## src/rtl/cache_pkg.sv

```systemverilog
// Shared types and address-field helpers for the cache controller and its datapath.
package cache_pkg;

    typedef enum logic [1:0] {
        IDLE     = 2'd0,
        COMPARE  = 2'd1,
        FETCH    = 2'd2,
        ALLOCATE = 2'd3
    } state_e;

    function automatic int calc_way_w(input int assoc);
        return (assoc > 1) ? assoc : 1;
    endfunction

    function automatic int calc_blk_w(input int line_w, input int off_w);
        return line_w * (1 << off_w);
    endfunction

    // Byte address layout: {tag, index, offset, 2'b00}
    function automatic logic [63:0] addr_tag(input logic [63:0] addr, input int idx_w, input int off_w);
        return addr >> (idx_w + off_w + 2);
    endfunction

    function automatic logic [63:0] addr_index(input logic [63:0] addr, input int idx_w, input int off_w);
        return (addr >> (off_w + 2)) & ((64'd1 << idx_w) - 64'd1);
    endfunction

    function automatic logic [63:0] addr_offset(input logic [63:0] addr, input int off_w);
        return (addr >> 2) & ((64'd1 << off_w) - 64'd1);
    endfunction

endpackage

```

## src/rtl/cache_victim_sel.sv

```systemverilog
// Victim way selection: lowest invalid way first, otherwise a per-set round-robin pointer.
module cache_victim_sel
    import cache_pkg::*;
#(
    parameter int ASSOC   = 0,
    parameter int INDEX_W = 4,
    parameter int WAY_W   = 1
) (
    input  logic                  clk,
    input  logic                  reset,
    input  logic [2**ASSOC-1:0]   valid_vec,
    input  logic [INDEX_W-1:0]    index,
    input  logic                  advance,
    output logic [WAY_W-1:0]      victim_way,
    output logic                  victim_use_rr
);

    if (ASSOC == 0) begin : g_direct
        logic unused_ok;
        assign unused_ok     = ^{clk, reset, valid_vec, index, advance};
        assign victim_way    = '0;
        assign victim_use_rr = 1'b0;
    end else begin : g_assoc
        localparam int WAYS  = 2**ASSOC;
        localparam int NSETS = 2**INDEX_W;

        logic [WAY_W-1:0] rr_q [NSETS];
        logic [WAY_W-1:0] rr_d [NSETS];

        always_comb begin
            rr_d = rr_q;
            if (advance) begin
                rr_d[index] = rr_q[index] + 1'b1;
            end
        end

        always_ff @(posedge clk or negedge reset) begin
            if (!reset) begin
                for (int i = 0; i < NSETS; i++) begin
                    rr_q[i] <= '0;
                end
            end else begin
                rr_q <= rr_d;
            end
        end

        // Scan downward so the lowest-numbered invalid way wins.
        always_comb begin
            victim_way    = rr_q[index];
            victim_use_rr = 1'b1;
            for (int i = WAYS - 1; i >= 0; i--) begin
                if (!valid_vec[i]) begin
                    victim_way    = WAY_W'(i);
                    victim_use_rr = 1'b0;
                end
            end
        end
    end

endmodule

```

## src/rtl/cache_controller.sv

```systemverilog
// Miss-handling sequencer for a read-only set-associative cache.
// Optional hit/miss counters are built when CACHE_CTRL_PERF_COUNTERS_EN is defined.
module cache_controller
    import cache_pkg::*;
#(
    parameter int line_size   = 32,
    parameter int assiotivity = 0,
    parameter int index_depth = 4,
    parameter int offset_size = 2,
    localparam int tag_size   = line_size - index_depth - offset_size - 2,
    localparam int WAY_W      = calc_way_w(assiotivity),
    localparam int BLK_W      = calc_blk_w(line_size, offset_size),
    localparam int OFF_W      = (offset_size > 0) ? offset_size : 1
) (
    input  logic                              clk,
    input  logic                              reset,
    input  logic                              cpu_read,
    input  logic [line_size-1:0]              cpu_address,
    output logic                              cpu_busywait,
    output logic [line_size-1:0]              cpu_readdata,
    output logic [line_size-1:0]              lookup_address,
    input  logic                              cache_hit,
    input  logic [line_size-1:0]              cache_data,
    input  logic [2**assiotivity-1:0]         cache_valid_vec,
    output logic                              cache_write_en,
    output logic [WAY_W-1:0]                  cache_write_way,
    output logic [index_depth-1:0]            cache_write_index,
    output logic [tag_size-1:0]               cache_write_tag,
    output logic [BLK_W-1:0]                  cache_write_block,
    output logic                              mem_read,
    output logic [line_size-offset_size-3:0]  mem_address,
    input  logic                              mem_busywait,
    input  logic [BLK_W-1:0]                  mem_readdata
`ifdef CACHE_CTRL_PERF_COUNTERS_EN
    ,
    output logic [31:0]                       hit_count,
    output logic [31:0]                       miss_count
`endif
);

    state_e                 state_q, state_d;
    logic [line_size-1:0]   addr_q, addr_d;
    logic [line_size-1:0]   rdata_q, rdata_d;
    logic [BLK_W-1:0]       blk_q, blk_d;
    logic [WAY_W-1:0]       victim_q, victim_d;
    logic                   rr_used_q, rr_used_d;
    logic [WAY_W-1:0]       victim_way;
    logic                   victim_use_rr;
    logic [index_depth-1:0] lookup_index;
    logic [OFF_W-1:0]       word_sel;

    assign lookup_index = index_depth'(addr_index(64'(addr_q), index_depth, offset_size));
    assign word_sel     = OFF_W'(addr_offset(64'(addr_q), offset_size));

    cache_victim_sel #(
        .ASSOC   (assiotivity),
        .INDEX_W (index_depth),
        .WAY_W   (WAY_W)
    ) u_victim_sel (
        .clk           (clk),
        .reset         (reset),
        .valid_vec     (cache_valid_vec),
        .index         (lookup_index),
        .advance       ((state_q == ALLOCATE) && rr_used_q),
        .victim_way    (victim_way),
        .victim_use_rr (victim_use_rr)
    );

    always_ff @(posedge clk or negedge reset) begin
        if (!reset) begin
            state_q <= IDLE;
        end else begin
            state_q <= state_d;
        end
    end

    always_comb begin
        state_d = state_q;
        unique case (state_q)
            IDLE:     if (cpu_read) state_d = COMPARE;
            COMPARE:  state_d = cache_hit ? IDLE : FETCH;
            FETCH:    if (!mem_busywait) state_d = ALLOCATE;
            ALLOCATE: state_d = IDLE;
            default:  state_d = IDLE;
        endcase
    end

    always_comb begin
        cpu_busywait   = 1'b1;
        mem_read       = 1'b0;
        cache_write_en = 1'b0;
        unique case (state_q)
            IDLE:     cpu_busywait   = cpu_read;
            FETCH:    mem_read       = 1'b1;
            ALLOCATE: cache_write_en = 1'b1;
            default:  ;
        endcase
    end

    // The victim is frozen at COMPARE so the pointer advances only if it chose the way.
    always_comb begin
        addr_d    = addr_q;
        rdata_d   = rdata_q;
        blk_d     = blk_q;
        victim_d  = victim_q;
        rr_used_d = rr_used_q;
        unique case (state_q)
            IDLE:     if (cpu_read) addr_d = cpu_address;
            COMPARE: begin
                if (cache_hit) begin
                    rdata_d = cache_data;
                end else begin
                    victim_d  = victim_way;
                    rr_used_d = victim_use_rr;
                end
            end
            FETCH:    if (!mem_busywait) blk_d = mem_readdata;
            ALLOCATE: rdata_d = blk_q[word_sel*line_size +: line_size];
            default:  ;
        endcase
    end

    always_ff @(posedge clk or negedge reset) begin
        if (!reset) begin
            addr_q    <= '0;
            rdata_q   <= '0;
            blk_q     <= '0;
            victim_q  <= '0;
            rr_used_q <= 1'b0;
        end else begin
            addr_q    <= addr_d;
            rdata_q   <= rdata_d;
            blk_q     <= blk_d;
            victim_q  <= victim_d;
            rr_used_q <= rr_used_d;
        end
    end

    assign cpu_readdata      = rdata_q;
    assign lookup_address    = addr_q;
    assign mem_address       = addr_q[line_size-1:offset_size+2];
    assign cache_write_way   = victim_q;
    assign cache_write_index = lookup_index;
    assign cache_write_tag   = tag_size'(addr_tag(64'(addr_q), index_depth, offset_size));
    assign cache_write_block = blk_q;

`ifdef CACHE_CTRL_PERF_COUNTERS_EN
    logic [31:0] hit_count_q, hit_count_d;
    logic [31:0] miss_count_q, miss_count_d;

    always_comb begin
        hit_count_d  = hit_count_q;
        miss_count_d = miss_count_q;
        if (state_q == COMPARE) begin
            if (cache_hit) hit_count_d  = hit_count_q + 32'd1;
            else           miss_count_d = miss_count_q + 32'd1;
        end
    end

    always_ff @(posedge clk or negedge reset) begin
        if (!reset) begin
            hit_count_q  <= '0;
            miss_count_q <= '0;
        end else begin
            hit_count_q  <= hit_count_d;
            miss_count_q <= miss_count_d;
        end
    end

    assign hit_count  = hit_count_q;
    assign miss_count = miss_count_q;
`endif

endmodule
```

## config.mk

```make
export PLATFORM = sky130hd
export DESIGN_NAME = cache_controller
export DESIGN_NICKNAME = d
export VERILOG_FILES = /design/src/rtl/cache_pkg.sv /design/src/rtl/cache_victim_sel.sv /design/src/rtl/cache_controller.sv
export SDC_FILE = /design/constraint.sdc
export NUM_CORES = 1
export LEC_CHECK = 0
export BUFFER_PORTS_ARGS = -buffer_cell sky130_fd_sc_hd__buf_4
export CORE_AREA = 2 2 176 178
export CTS_CLUSTER_SIZE = 40
export DETAILED_ROUTE_END_ITERATION = 6
export DIE_AREA = 0 0 178 180
export GPL_ROUTABILITY_DRIVEN = 1
export PLACE_DENSITY = 0.66
export SETUP_SLACK_MARGIN = 0.3
export SLEW_MARGIN = 20
export SYNTH_ARGS = -nofsm -noshare
export SYNTH_HDL_FRONTEND = slang
export SYNTH_SLANG_ARGS = --single-unit
```

## constraint.sdc

```tcl
create_clock -name clk -period 4.7 [get_ports clk]
set_input_delay 1.41 -clock clk [delete_from_list [all_inputs] [get_ports clk]]
set_output_delay 1.41 -clock clk [all_outputs]
set_load 0.01 [all_outputs]
```

# [Yosys cells after proc, flatten, opt, wreduce, memory -nomap -nowiden]
# Cells that the tools add are included.
[word_totals] ff_bits=194 elab_cells=27 input_bits=198 out_inout_bits=252
[op_classes] n_bitwise=1 eq_ne=6 shifts=1 reduce_logical=6 muxes=9
[op_table] operator="$shiftx 128x8->32" count=1
[op_table] operator="$pmux 32 s2" count=1
[op_table] operator="$mux 32" count=1
[op_table] operator="$pmux 2 s4" count=1
[op_table] operator="$reduce_and 2->1" count=4
[op_table] operator="$mux 2" count=3
[op_table] operator="$ne 2x2->1 const B" count=3
[op_table] operator="$eq 2x2->1 const B" count=2
[op_table] operator="$mux 1" count=3
[op_table] operator="$eq 2x1->1 const B" count=1
[op_table] operator="$logic_not 2->1" count=1
[op_table] operator="$reduce_bool 2->1" count=1
[op_table] operator="$not 1->1" count=1

# [Longest topological paths before layout]
# Gate-level depths: netlist of the first run.
[logic_depth] word_depth=3 ltp_mapped=6

# [Hierarchy]
# From an unflattened synthesis of the first run, not the netlist that was laid out.
[unflattened] cells_unflattened=630 area_unflattened_um2=9286.4
[by_module_without_submodules] module="cache_controller" n_inst=1 area_per_inst_um2=9267.6 seq_area_each_um2=4904.7 cells_each=627
[by_module_without_submodules] module="cache_victim_sel" n_inst=1 area_per_inst_um2=18.8 seq_area_each_um2=0.0 cells_each=3

# [Least setup slack after synthesis of the first run]
# OpenSTA, ideal clock, no wires.
[synth_path] path_type="input port to output port" startpoint="input port cpu_read" endpoint="output port cpu_busywait" arrival_time_ns=1.759 setup_slack_ns=1.531 path_buffers=0 path_stages=1 required_ns=3.290 path_cell_list="or3_1"
[synth_via] elab_chain_len=1
[synth_lines] element="start: declaration" line="cache_controller.sv:17" text="input logic cpu_read,"
[synth_lines] element="$mux 1" line="cache_controller.sv:92" text="unique case (state_q)"
[synth_lines] element="end: declaration" line="cache_controller.sv:19" text="output logic cpu_busywait,"
# Every way passes these cells.

# [Worst setup path after layout of the first run]
# Same ends and word-level chain as after synthesis.

==> results of run 1 <==
[sequential cells by signal, summed over array words and instances (netlist names), named ones only]
| name | count |
|---|---|
| cache_write_block | 128 |
| lookup_address | 32 |
| cpu_readdata | 32 |
| state_q | 1 |
[synth_stat cells, drive strengths merged (2+ instances only)]
library cell  instances
dfrtp               194
buf                  87
nor2                 32
mux2i                 2
nand3b                2
nand2b                2
inv                   3
clkbuf                8
o22ai                62
mux2                222
[stage by stage]
| step | hold WS, ns | setup WS, ns | instances | util | power [mW] |
|---|---|---|---|---|---|
| after detailed placement | 0.497 | 1.31 | 1380 | 0.411 | 8.28 |
| after global placement | 0.495 | 1.31 | 1380 | 0.411 | 8.20 |
| final | 0.509 | 1.31 | 1413 | 0.432 | 9.77 |
| after CTS | 0.514 | 1.31 | 1412 | 0.432 | 9.90 |
| after global routing | 0.537 | 1.30 | 1412 | 0.432 | 10.4 |
| after floorplan | 0.551 | 1.53 | 624 | - | 6.22 |
[worst paths after layout]
kind                                                from                                 to  cells after the start
max                                             cpu_read                       cpu_busywait                      3
min                        lookup_address[1]$_DFFE_PN0P_      lookup_address[1]$_DFFE_PN0P_                      1
max reg2reg                                         flop        cpu_readdata[1]$_DFFE_PN0P_                      3
min reg2reg                lookup_address[1]$_DFFE_PN0P_      lookup_address[1]$_DFFE_PN0P_                      1
max in group asynchronous                          reset     lookup_address[23]$_DFFE_PN0P_                      2
min in group asynchronous                          reset  cache_write_block[28]$_DFFE_PN0P_                      1
[critical path, delay by kind of cell]
kind / cells / cell delay [ns]
buffers and inverters: 2 / 0.26
AND/OR/NAND/NOR: 1 / 0.30
[logic make-up after synthesis]
| logic type | share of synthesized area |
|---|---|
| buffers and inverters | 0.0890 |
| other | 0.000406 |
| flip-flops | 0.525 |
| multiplexers | 0.317 |
| AND/OR/NAND/NOR | 0.0232 |
| AO/OA/AOI/OAI | 0.0452 |
[layer usage]
| layer | vias up | track usage | part of all wire |
|---|---|---|---|
| met1 | 3289 | 0.195 | 0.39 |
| met5 | - | 0 | 0 |
| li1 | 2941 | - | - |
| met4 | 0 | 0.0607 | 0.017 |
| met3 | 29 | 0.0455 | 0.073 |
| met2 | 272 | 0.300 | 0.52 |
[report_power, final]
group	switching (mW)	internal [mW]	total, mW
Combinational	1.97	2.94	4.91
Sequential	0.757	2.53	3.29
Clock	0.745	0.824	1.57
Total	3.47	6.30	9.77
[final cells by class]
class / count / share of cell area
Inverter: 3 / 0.000864
Sequential cell: 194 / 0.373
Tap cell: 396 / 0.0380
Timing Repair Buffer: 455 / 0.265
Clock inverter: 15 / 0.0161
Clock buffer: 17 / 0.0326
Multi-Input combinational cell: 332 / 0.274
Antenna cell: 1 / 0.000192
==> results, run 1 <==
- Derived from the worst setup path, the maximum achievable clock frequency is 295 MHz.
- The post-layout minimum cycle time is 3.39 ns.
- The post-detailed-route wirelength per cell is 19.4 um.
- The remaining number of nets flagged by the antenna check after routing is 0.
- The weighted congestion reported at the end of routability-driven placement is 0.764.
- The synthesized net count is 822.
- The critical path's slowest cell is sky130_fd_sc_hd__or3_1.
- The final routed wirelength across all metal layers is 27,400 um.
- The count of buffers from port buffering is 447.
- Using the TritonRoute via totals, the vias-per-cell ratio works out to about 4.6.
- The root buffer cell is sky130_fd_sc_hd__clkbuf_16.
- The worst setup path is launched from an input pin.
- The number of unique standard cell types used by synthesis is 28.
- The cell area after layout is ~13,000 um2.
- At the later pin of the worst-skew pair, clock insertion delay measures 0.45 ns.
- The final number of max-transition violations came to 0.
- Walking the worst path, the cells encountered are buf_4, or3_1, buf_4.
- The maximum buffer depth of the clock tree is 2.
- The period utilization is 0.721.
- The number of buffers created by CTS is 17.
- The total area inside the core boundary comes to roughly 30,000 um2.
- Headroom to the max-slew limit came out at 0.322.
- By area the synthesized netlist is led by sky130_fd_sc_hd__dfrtp_1 (53%), sky130_fd_sc_hd__mux2_4 (18%), sky130_fd_sc_hd__mux2_2 (14%).
- The detailed-route via count is 6,531.
- Setup repair after global routing left no endpoint under its margin.
- The total setup buffers inserted after CTS is 0.
- The largest net degree at the start of global routing is 84.
- The cell type with the highest aggregate area in the netlist is sky130_fd_sc_hd__dfrtp_1.
- Of the cells placed in the final design, the portion with a size suffix greater than 1 is 0.704.
- In this run the number of H-tree levels came out at 4.
- In this run, synthesis produced a sequential element count of 194.
- The top cell types in the final layout, fill and taps aside, are sky130_fd_sc_hd__buf_4 (451), sky130_fd_sc_hd__dfrtp_1 (193), sky130_fd_sc_hd__mux2_2 (112), sky130_fd_sc_hd__mux2_4 (109), sky130_fd_sc_hd__o22ai_1 (62).
- Setup violations remaining at the end of the flow were counted as 0.
- The transition time at the pin with the least slew margin is 1.02 ns.
- The largest vdd supply drop is 0.349 mV.
- The first global-routing pass estimated 41,100 um of wire.
- The share of synthesized area in the top cell type comes to 0.525.
- The number of hold violations in the final report is 0.
- The total routing usage reported by global routing is 0.170.
- The DRC violation count after routing is 0.
- Setup total negative slack on the finished layout was measured at 0 ns.
- The number of filler instances in the final layout is 2,780.
- The initial utilization of the core area, before any placement, comes to 0.306.
- The share of flip-flops with an asynchronous set or reset after synthesis is 1.00.
- In this design, the critical path's most frequently occurring cell is sky130_fd_sc_hd__buf_4.
- The number of antenna violations at the first check in global routing was 0.
- In this run the cell area of the synthesized design comes to between 9000 and 10,000 um2.
- The flow ran to the end, and the final reports show no timing, DRC or antenna violations.
- From bottom edge to top edge, the die measures 180 um.
- The type of the tightest min-delay check is flop to flop.
- The initial detailed-routing violation count is 226.
- The number of clock sinks seen by CTS is 194.
- The startpoint-to-endpoint class of the critical path is input pin to output pin.
- Across the routed clock network, the largest skew measured is approximately 0.017 ns.
- Summing all multi-input logic gate instances after layout gives 3570 um2.
- Synthesis produced 624 cells.
- The area of the die is approximately 32,000 um2.
- The share of synthesized area occupied by flip-flops and latches is 0.525.
- The Yosys warning count is 0.
- The synthesized area divided by synthesized cell count is 14.8 um2.
- The final-stage net count is 1,201.
- The quantity of hold-fixing buffers added after cts is 0.
- Among all flip-flop cells after synthesis, the most frequent one is sky130_fd_sc_hd__dfrtp_1.
- The TritonCTS clock tree is built.
- Leaving out fill and tap cells, the most frequent cell in the layout is sky130_fd_sc_hd__buf_4.
- Data on the critical path arrives at its endpoint at 1.98 ns.
- The placed instances occupy a cell area of about 12,000 um2.
- The worst-path maximum fanout is 2.
- In this run the power density over the cells is 749 nW/um2.
- The floorplan die width is 178 um.
- The sort of element at the end of the critical path is an output pin.
- Data on the critical path is required at its endpoint by between 3 and 4 ns.
- The remaining global-route overflow is 0.
- The register area is 4860 um2.
- The number of global-route vias before repair is 6,873.
- The post-DP HPWL is 19,800 um.
- The number of gates given a new drive strength after cts is 0.
- The initialized floorplan defines 64 standard-cell rows.
- For this run, the slowest stage of the critical path takes 0.30 ns.
- Across all register-to-register paths, the minimum setup slack is 2.62 ns.
- After clock tree synthesis, the clock-pin slew on the worst setup and hold paths is 0.07 ns.
- The number of maximum-capacitance constraint violations is 0.
- Relative to the synthesized area, the layout overhead comes to 41.0%.
- The number of flops mapped to enable cells by yosys is 0.
- The number of top-level pins is 450.
- Summed over all cells, the static leakage comes to 6.23 nW.
- The length of the first detailed-routing pass in iterations is 4.
Power figures use the tool's default switching activity.
==> run 2: changes to the inputs <==
clock period = 3.2 ns   (was 4.7 ns; I/O delays follow)
==> run 2 against run 1 <==
  * Non-clock buffer count increased by 9
  * Register-to-register slack got worse by 1.5 ns
  * Setup slack got worse by 0.60 ns
  * Die area unchanged
  * Flip-flop and latch count unchanged
  * Final cell count increased by 0.57%
  * Combinational power increased by 46%
  * Sequential share of layout area decreased by 0.22 points
==> results, run 2 (synthesized netlist as in run 1, its figures left out) <==
- The run finished with clean final reports.
- The largest stage delay on the critical path came to 0.30 ns (about the same).
- The most repeated library cell on the critical path is sky130_fd_sc_hd__buf_4.
- The total routing usage reported by global routing is 0.174 (+0.00391).
- The clock network latency to the later pin of the worst-skew pair is 0.44 ns (about the same).
- The remaining number of nets flagged by the antenna check after routing is 0 (unchanged).
- The number of maximum-capacitance constraint violations came to 0 (unchanged).
- For the finished layout, the period the worst path requires is around 2.5 ns.
- STA classifies the critical path endpoint as an output pin.
- The total inserted antenna cells came to 0 (-1).
- In the layout the commonest cells are sky130_fd_sc_hd__buf_4 (456), sky130_fd_sc_hd__dfrtp_1 (193), sky130_fd_sc_hd__mux2_2 (112), sky130_fd_sc_hd__mux2_4 (109), sky130_fd_sc_hd__o22ai_1 (62).
- The count of buffers from port buffering is 447 (unchanged).
- The total power after layout came to 14.3 mW (+47%).
- TritonCTS built the clock tree.
- The leakage dissipation was 6.27 nW (+0.63%).
- The number of placed instances, taps included is 1,389 (+0.65%).
- The number of flip-flops in the largest register was 128 (unchanged).
- The placeable core region is 30,200 um2 (unchanged).
- The largest net degree at the start of global routing came to 55 (-35%).
- The number of hold violations in the final report is 0 (unchanged).
- The total setup buffers inserted after CTS is 0 (unchanged).
- The commonest non-fill, non-tap cell in the layout is sky130_fd_sc_hd__buf_4.
- The remaining global-route overflow is 0 (unchanged).
- The quantity of hold-fixing buffers added after cts is 0 (unchanged).
- The total power density per cell area is 1090 nW/um2 (+46%).
- The sequential power share came to 0.346 (+0.009).
- The die height is 180 um (unchanged).
- The number of gates given a new drive strength after cts is 0 (unchanged).
- The proportion of total power due to net switching is 0.356 (+0.000522).
- The required time at the endpoint of the critical path came to 2.24 ns (-1.05 ns).
- The relative contribution of combinational cells to total power was 0.499 (-0.004).
- From synthesis to final layout, the design area changed by 41.9%.
- The normalized max-slew margin was 0.385 (+0.0627).
- The post-DP HPWL was 20,600 um (+4.1%).
- The initial detailed-routing violation count is 230 (+1.8%).
- The clock-pin slew on the worst setup and hold paths was 0.08 ns (about the same).
- The weighted congestion reported at the end of routability-driven placement is 0.790 (+3.4%).
- The net switching power came to 5.09 mW (+47%).
- The clock share of power is 0.155 (-0.006).
- The cell-internal power is 9.23 mW (+47%).
- The sum of negative setup slack is 0 ns (unchanged).
- The final routed wirelength across all metal layers is 28,100 um (+2.4%).
- The type of the tightest min-delay check is input pin to asynchronous set/reset pin.
- The total placed instance area was 12,500 um2 (+0.95%).
- The number of placement rows is 64 (unchanged).
- The maximum buffer depth of the clock tree was 2 (unchanged).
- The length of the first detailed-routing pass in iterations is 4 (unchanged).
- The number of antenna violations at the first check in global routing is 0 (unchanged).
- The area of the die came to 32,000 um2 (unchanged).
- The wire length of the first global-routing pass is 42,300 um (+3.1%).
- The DRC violation count after routing is 0 (unchanged).
- The critical path is of the input pin to output pin type.
- The transition time at the pin with the least slew margin is 0.923 ns (-0.0940 ns).
- The worst setup path is launched from an input pin.
- The critical path's slowest cell is sky130_fd_sc_hd__or3_1.
- The post-route worst hold slack is 0.451 ns (-0.0573 ns).
- The effective utilization at floorplan is 0.306 (unchanged).
- The post-layout instance count excluding filler cells is 1,421 (+0.57%).
- The detailed-route via count is 6,548 (+0.26%).
- The signal on the critical path passes through buf_4, or3_1, buf_4.
- The final number of max-transition violations is 0 (unchanged).
- The highest attainable clock frequency is between 400 and 500 MHz.
- The post-detailed-route wirelength per cell came to 19.8 um (+1.8%).
- The worst endpoint data arrival time is 1.53 ns (-0.45 ns).
- The H-tree depth is 4 (unchanged).
- The floorplan die width is 178 um (unchanged).
- The via density per instance is 4.61 (-0.30%).
- The fraction of layout cells with a size suffix above 1 is 0.706 (+0.00260).
- The number of buffers created by CTS is 17 (unchanged).
- Setup repair after global routing left no endpoint under its margin.
- The tree is rooted in a sky130_fd_sc_hd__clkbuf_16.
- The cell area after layout is 13,100 um2 (+0.59%).
- In the finished design, the share of the clock period the worst path needs comes to 0.777.
- The number of top-level pins is 450 (unchanged).
- The final-stage net count came to 1,210 (+0.75%).
- The setup-violating endpoint count in the final report is 0 (unchanged).
- The largest vdd supply drop is 0.440 mV (+26%).
- The number of clock sinks seen by CTS was 194 (unchanged).
- The worst-path maximum fanout is 2 (unchanged).
- The number of global-route vias before repair is 6,946 (+1.1%).
- The final clock skew is 0.0143 ns (-0.00241 ns).
[run 2: changes by cell type in the layout (fill, tap and decap cells not counted)]
cell,delta
sky130_fd_sc_hd__diode_2,-1
sky130_fd_sc_hd__bufinv_16,-1
sky130_fd_sc_hd__inv_6,+1
sky130_fd_sc_hd__inv_8,-4
sky130_fd_sc_hd__clkinvlp_4,+1
sky130_fd_sc_hd__clkinv_8,-2
sky130_fd_sc_hd__clkbuf_8,+2
sky130_fd_sc_hd__clkinv_4,+3
sky130_fd_sc_hd__buf_12,+4
sky130_fd_sc_hd__buf_4,+5
[run 2: path summary, 6_finish.rpt]
kind	from	end	slack (ns)	depth (start not counted)
setup reg to reg	lookup_address[2]$_DFFE_PN0P_	cpu_readdata[22]$_DFFE_PN0P_	1.08	4
hold / removal	reset	cache_write_block[25]$_DFFE_PN0P_	0.45	1
setup / recovery	cpu_read	cpu_busywait	0.71	3
max in group asynchronous	reset	cache_write_block[66]$_DFFE_PN0P_	1.97	2
min in group clk	lookup_address[0]$_DFFE_PN0P_	lookup_address[0]$_DFFE_PN0P_	0.51	1
hold reg to reg	lookup_address[0]$_DFFE_PN0P_	lookup_address[0]$_DFFE_PN0P_	0.51	1
[run 2: power groups by stage]
| stage | combinational (mW) | sequential [mW] | clock [mW] |
|---|---|---|---|
| final | 7.15 | 4.95 | 2.22 |
| after global routing | 7.65 | 5.16 | 2.39 |
| after CTS | 7.25 | 4.97 | 2.30 |
| after detailed placement | 7.23 | 4.99 | 0 |
| after global placement | 7.15 | 4.96 | 0 |
| after floorplan | 3.99 | 5.15 | 0 |
[run 2: layer usage]
layer,share of wire,GRT usage
met5,0,0
met4,0.017,0.0498
met3,0.073,0.0444
met2,0.52,0.304
met1,0.39,0.209
[run 2: cell type report]
type	instances	area, um2
timing repair buffer	464	3580
sequential	194	4860
fill	2756	17100
clock inverter	13	145
tap	396	495
multi-input combinational	332	3570
inverter	3	11.3
clock buffer	19	453
[run 2: stage by stage]
step	worst slack [ns]	utilization
finish	0.712	0.434
floorplan	0.931	-
detailed placement	0.708	0.414
global placement	0.714	0.414
CTS	0.682	0.434
global route	0.638	0.434
[run 2: critical path: cells and delay by family]
kind | cells | cell delay (ns)
simple gates | 1 | 0.30
buf+inv | 2 | 0.26
==> run 3: changes to the inputs <==
CORE_AREA = 2 2 175 177   (was 2 2 176 178)
DIE_AREA = 0 0 177 179   (was 0 0 178 180)
PLACE_DENSITY = 0.69   (was 0.66)
clock period = 2.2 ns   (was 3.2 ns; I/O delays follow)
==> run 3 against run 2 <==
  * Die area is 1.1% lower
  * First-iteration DRC count is 17% lower
  * Critical path depth is 1 lower
  * Register-to-register slack worse by 0.76 ns
  * Count of clock-buffer cells in the layout is 1 lower
  * Flip-flop and latch count stayed put
  * Sequential power is 42% higher
  * Critical endpoint unchanged
  * Largest power group unchanged
==> results, run 3 (synthesized netlist as in run 1, its figures left out) <==
- The worst-path maximum fanout is 3 (+1).
- The smallest setup slack after layout is 0.207 ns (-0.505 ns).
- The normalized max-slew margin is 0.399 (+0.0142).
- The count of buffers from port buffering was 447 (unchanged).
- The DRC violation count after routing was 0 (unchanged).
- The final clock skew is 0.0115 ns (-0.00283 ns).
- The clock share of power was 0.148 (-0.007).
- The kind of start point of the critical path is a flop.
- The total placed instance area was 12,600 um2 (+0.56%).
- CTS placed an instance of sky130_fd_sc_hd__clkbuf_16 at the clock tree root.
- The type of the tightest min-delay check is input pin to asynchronous set/reset pin.
- The die height is 179 um (-0.56%).
- The total power density per cell area was 1570 nW/um2 (+44%).
- The length of the first detailed-routing pass in iterations came to 6 (+2).
- The final-stage net count is 1,235 (+2.1%).
- The number of global-route vias before repair was 6,793 (-2.2%).
- The fraction of layout cells with a size suffix above 1 was 0.717 (+0.0108).
- The relative contribution of combinational cells to total power is 0.521 (+0.022).
- Tracing the worst setup path back leads to its startpoint at state_q[0]$_DFFE_PN0P_.
- The setup-violating endpoint count in the final report is 0 (unchanged).
- The number of hold violations in the final report is 0 (unchanged).
- The library cells used most frequently in the layout, excluding fill and tap cells, are sky130_fd_sc_hd__buf_4 (463), sky130_fd_sc_hd__dfrtp_1 (191), sky130_fd_sc_hd__mux2_2 (112), sky130_fd_sc_hd__mux2_4 (109), sky130_fd_sc_hd__o22ai_1 (62).
- The final number of max-transition violations came to 0 (unchanged).
- The net switching power came to 7.50 mW (+47%).
- The number of top-level pins is 450 (unchanged).
- The post-DP HPWL is 20,500 um (-0.48%).
- The largest vdd supply drop is 0.616 mV (+40%).
- The H-tree depth is 4 (unchanged).
- The number of flip-flops in the largest register came to 128 (unchanged).
- The sequential power share is 0.331 (-0.015).
- The quantity of hold-fixing buffers added after cts was 0 (unchanged).
- The final routed wirelength across all metal layers was 28,600 um (+1.7%).
- The wire length of the first global-routing pass came to 40,400 um (-4.6%).
- The number of clock sinks seen by CTS came to 194 (unchanged).
- The sort of element at the end of the critical path is an output pin.
- The worst endpoint data arrival time was 1.33 ns (-0.20 ns).
- The effective utilization at floorplan was 0.308 (+0.00163).
- The total routing usage reported by global routing was 0.169 (-0.00486).
- The number of buffers created by CTS is 17 (unchanged).
- The area of the die is 31,700 um2 (-1.1%).
- The highest attainable clock frequency is 502 MHz.
- In this run the critical register-to-register path is launched from state_q[0]$_DFFE_PN0P_.
- The sum of negative setup slack is 0 ns (unchanged).
- In the finished design, the share of the clock period the worst path needs comes to 0.906.
- The placeable core region came to 30,000 um2 (-0.53%).
- The area growth from synthesis to final layout is 45.9%.
- The remaining number of nets flagged by the antenna check after routing came to 0 (unchanged).
- The setup slack at placement came to 0.213 ns (-0.495 ns).
- The number of maximum-capacitance constraint violations came to 0 (unchanged).
- The cell area after layout is 13,500 um2 (+2.9%).
- The run finished with clean final reports.
- TritonCTS built the clock tree.
- The proportion of total power due to net switching is 0.353 (-0.00229).
- The floorplan die width is 177 um (-0.56%).
- The initial detailed-routing violation count is 191 (-17%).
- The weighted congestion reported at the end of routability-driven placement came to 0.752 (-4.8%).
- The remaining global-route overflow is 0 (unchanged).
- The largest net degree at the start of global routing is 55 (unchanged).
- The transition time at the pin with the least slew margin was 0.902 ns (-0.0214 ns).
- The required time at the endpoint of the critical path is 1.54 ns (-0.70 ns).
- The commonest non-fill, non-tap cell in the layout is sky130_fd_sc_hd__buf_4.
- The via density per instance is 4.61 (about the same).
- The cell-internal power is 13.7 mW (+49%).
- The leakage dissipation was 6.44 nW (+2.8%).
- The detailed-route via count is 6,666 (+1.8%).
- The worst path needs between 1.5 and 2 ns of the cycle, external delays included.
- The maximum buffer depth of the clock tree is 2 (unchanged).
- The number of antenna violations at the first check in global routing is 2 (+2).
- Setup repair after global routing could not meet its margin everywhere.
- The number of filler instances in the final layout is 2,716 (-1.5%).
- The clock-pin slew on the worst setup and hold paths is 0.07 ns (about the same).
- The post-detailed-route wirelength per cell is 19.7 um (-0.10%).
- The worst setup path is of the flop to output pin kind.
- The clock network latency to the later pin of the worst-skew pair is 0.43 ns (about the same).
- The number of placement rows is 64 (unchanged).
## run 3: cell count changes in the layout (fill, tap and decap cells not counted), sizes merged
cell | before | now
buf | 463 | 485
clkbuf | 20 | 22
clkinv | 5 | 6
diode | 0 | 1
## run 3: power groups by stage
stage | clock network [mW] | registers [mW] | logic (mW)
2_1_floorplan | 0 | 7.49 | 5.81
3_3_place_gp | 0 | 7.14 | 10.6
3_5_place_dp | 0 | 7.19 | 10.7
4_1_cts | 3.26 | 7.05 | 11.0
5_1_grt | 3.38 | 7.31 | 11.8
6_report | 3.13 | 7.03 | 11.1
## run 3: metrics by stage
stage | utilization | hold slack [ns] | total power [mW] | cells
finish | 0.449 | 0.195 | 21.2 | 1447
detailed placement | 0.419 | 0.502 | 17.9 | 1395
CTS | 0.442 | 0.198 | 21.3 | 1436
floorplan | - | 0.364 | 13.3 | 624
global placement | 0.419 | 0.492 | 17.7 | 1395
global route | 0.449 | 0.210 | 22.5 | 1447
## run 3: final cells by class
| cell class | count | area, um2 | share of cell area |
|---|---|---|---|
| Antenna cell | 1 | 2.50 | 0.000186 |
| Inverter | 3 | 11.3 | 0.000835 |
| Tap cell | 396 | 495 | 0.0367 |
| Clock buffer | 18 | 429 | 0.0318 |
| Clock inverter | 14 | 148 | 0.0109 |
| Multi-Input combinational cell | 332 | 3580 | 0.265 |
| Sequential cell | 194 | 4860 | 0.360 |
| Timing Repair Buffer | 489 | 3960 | 0.294 |
## run 3: timing repair
item / 4_1_cts / 5_1_grt
gates resized for setup: 7 / 6
pin swaps: 2 / 0
endpoints found under the hold margin: 0 / 0
cloned: 0 / 5
setup buffers: 9 / 5
endpoints found under the setup margin: 35 / 69
## run 3: final timing paths
| path | end | slack [ns] | depth (start not counted) |
|---|---|---|---|
| setup / recovery | cpu_busywait | 0.21 | 2 |
| hold / removal | cache_write_block[119]$_DFFE_PN0P_ | 0.19 | 1 |
| setup reg to reg | cache_write_block[90]$_DFFE_PN0P_ | 0.32 | 7 |
| hold reg to reg | lookup_address[1]$_DFFE_PN0P_ | 0.51 | 1 |
| max in group asynchronous | cache_write_block[36]$_DFFE_PN0P_ | 1.32 | 2 |
| min in group clk | flop | 0.43 | 2 |
## run 3: per-layer routing
layer | global-route usage | part of all wire | wire [um] | vias to the layer above
li1 | - | - | - | 3019
met1 | 0.206 | 0.40 | 11500 | 3327
met2 | 0.287 | 0.51 | 14500 | 291
met3 | 0.0475 | 0.074 | 2120 | 27
met4 | 0.0568 | 0.014 | 404 | 2
met5 | 0 | 0.00045 | 13 | -
## run 3: critical path, stage by stage (launching register included)
cell	delay, ns
sky130_fd_sc_hd__dfrtp_2	0.42
sky130_fd_sc_hd__or3_4	0.37
sky130_fd_sc_hd__buf_6	0.13
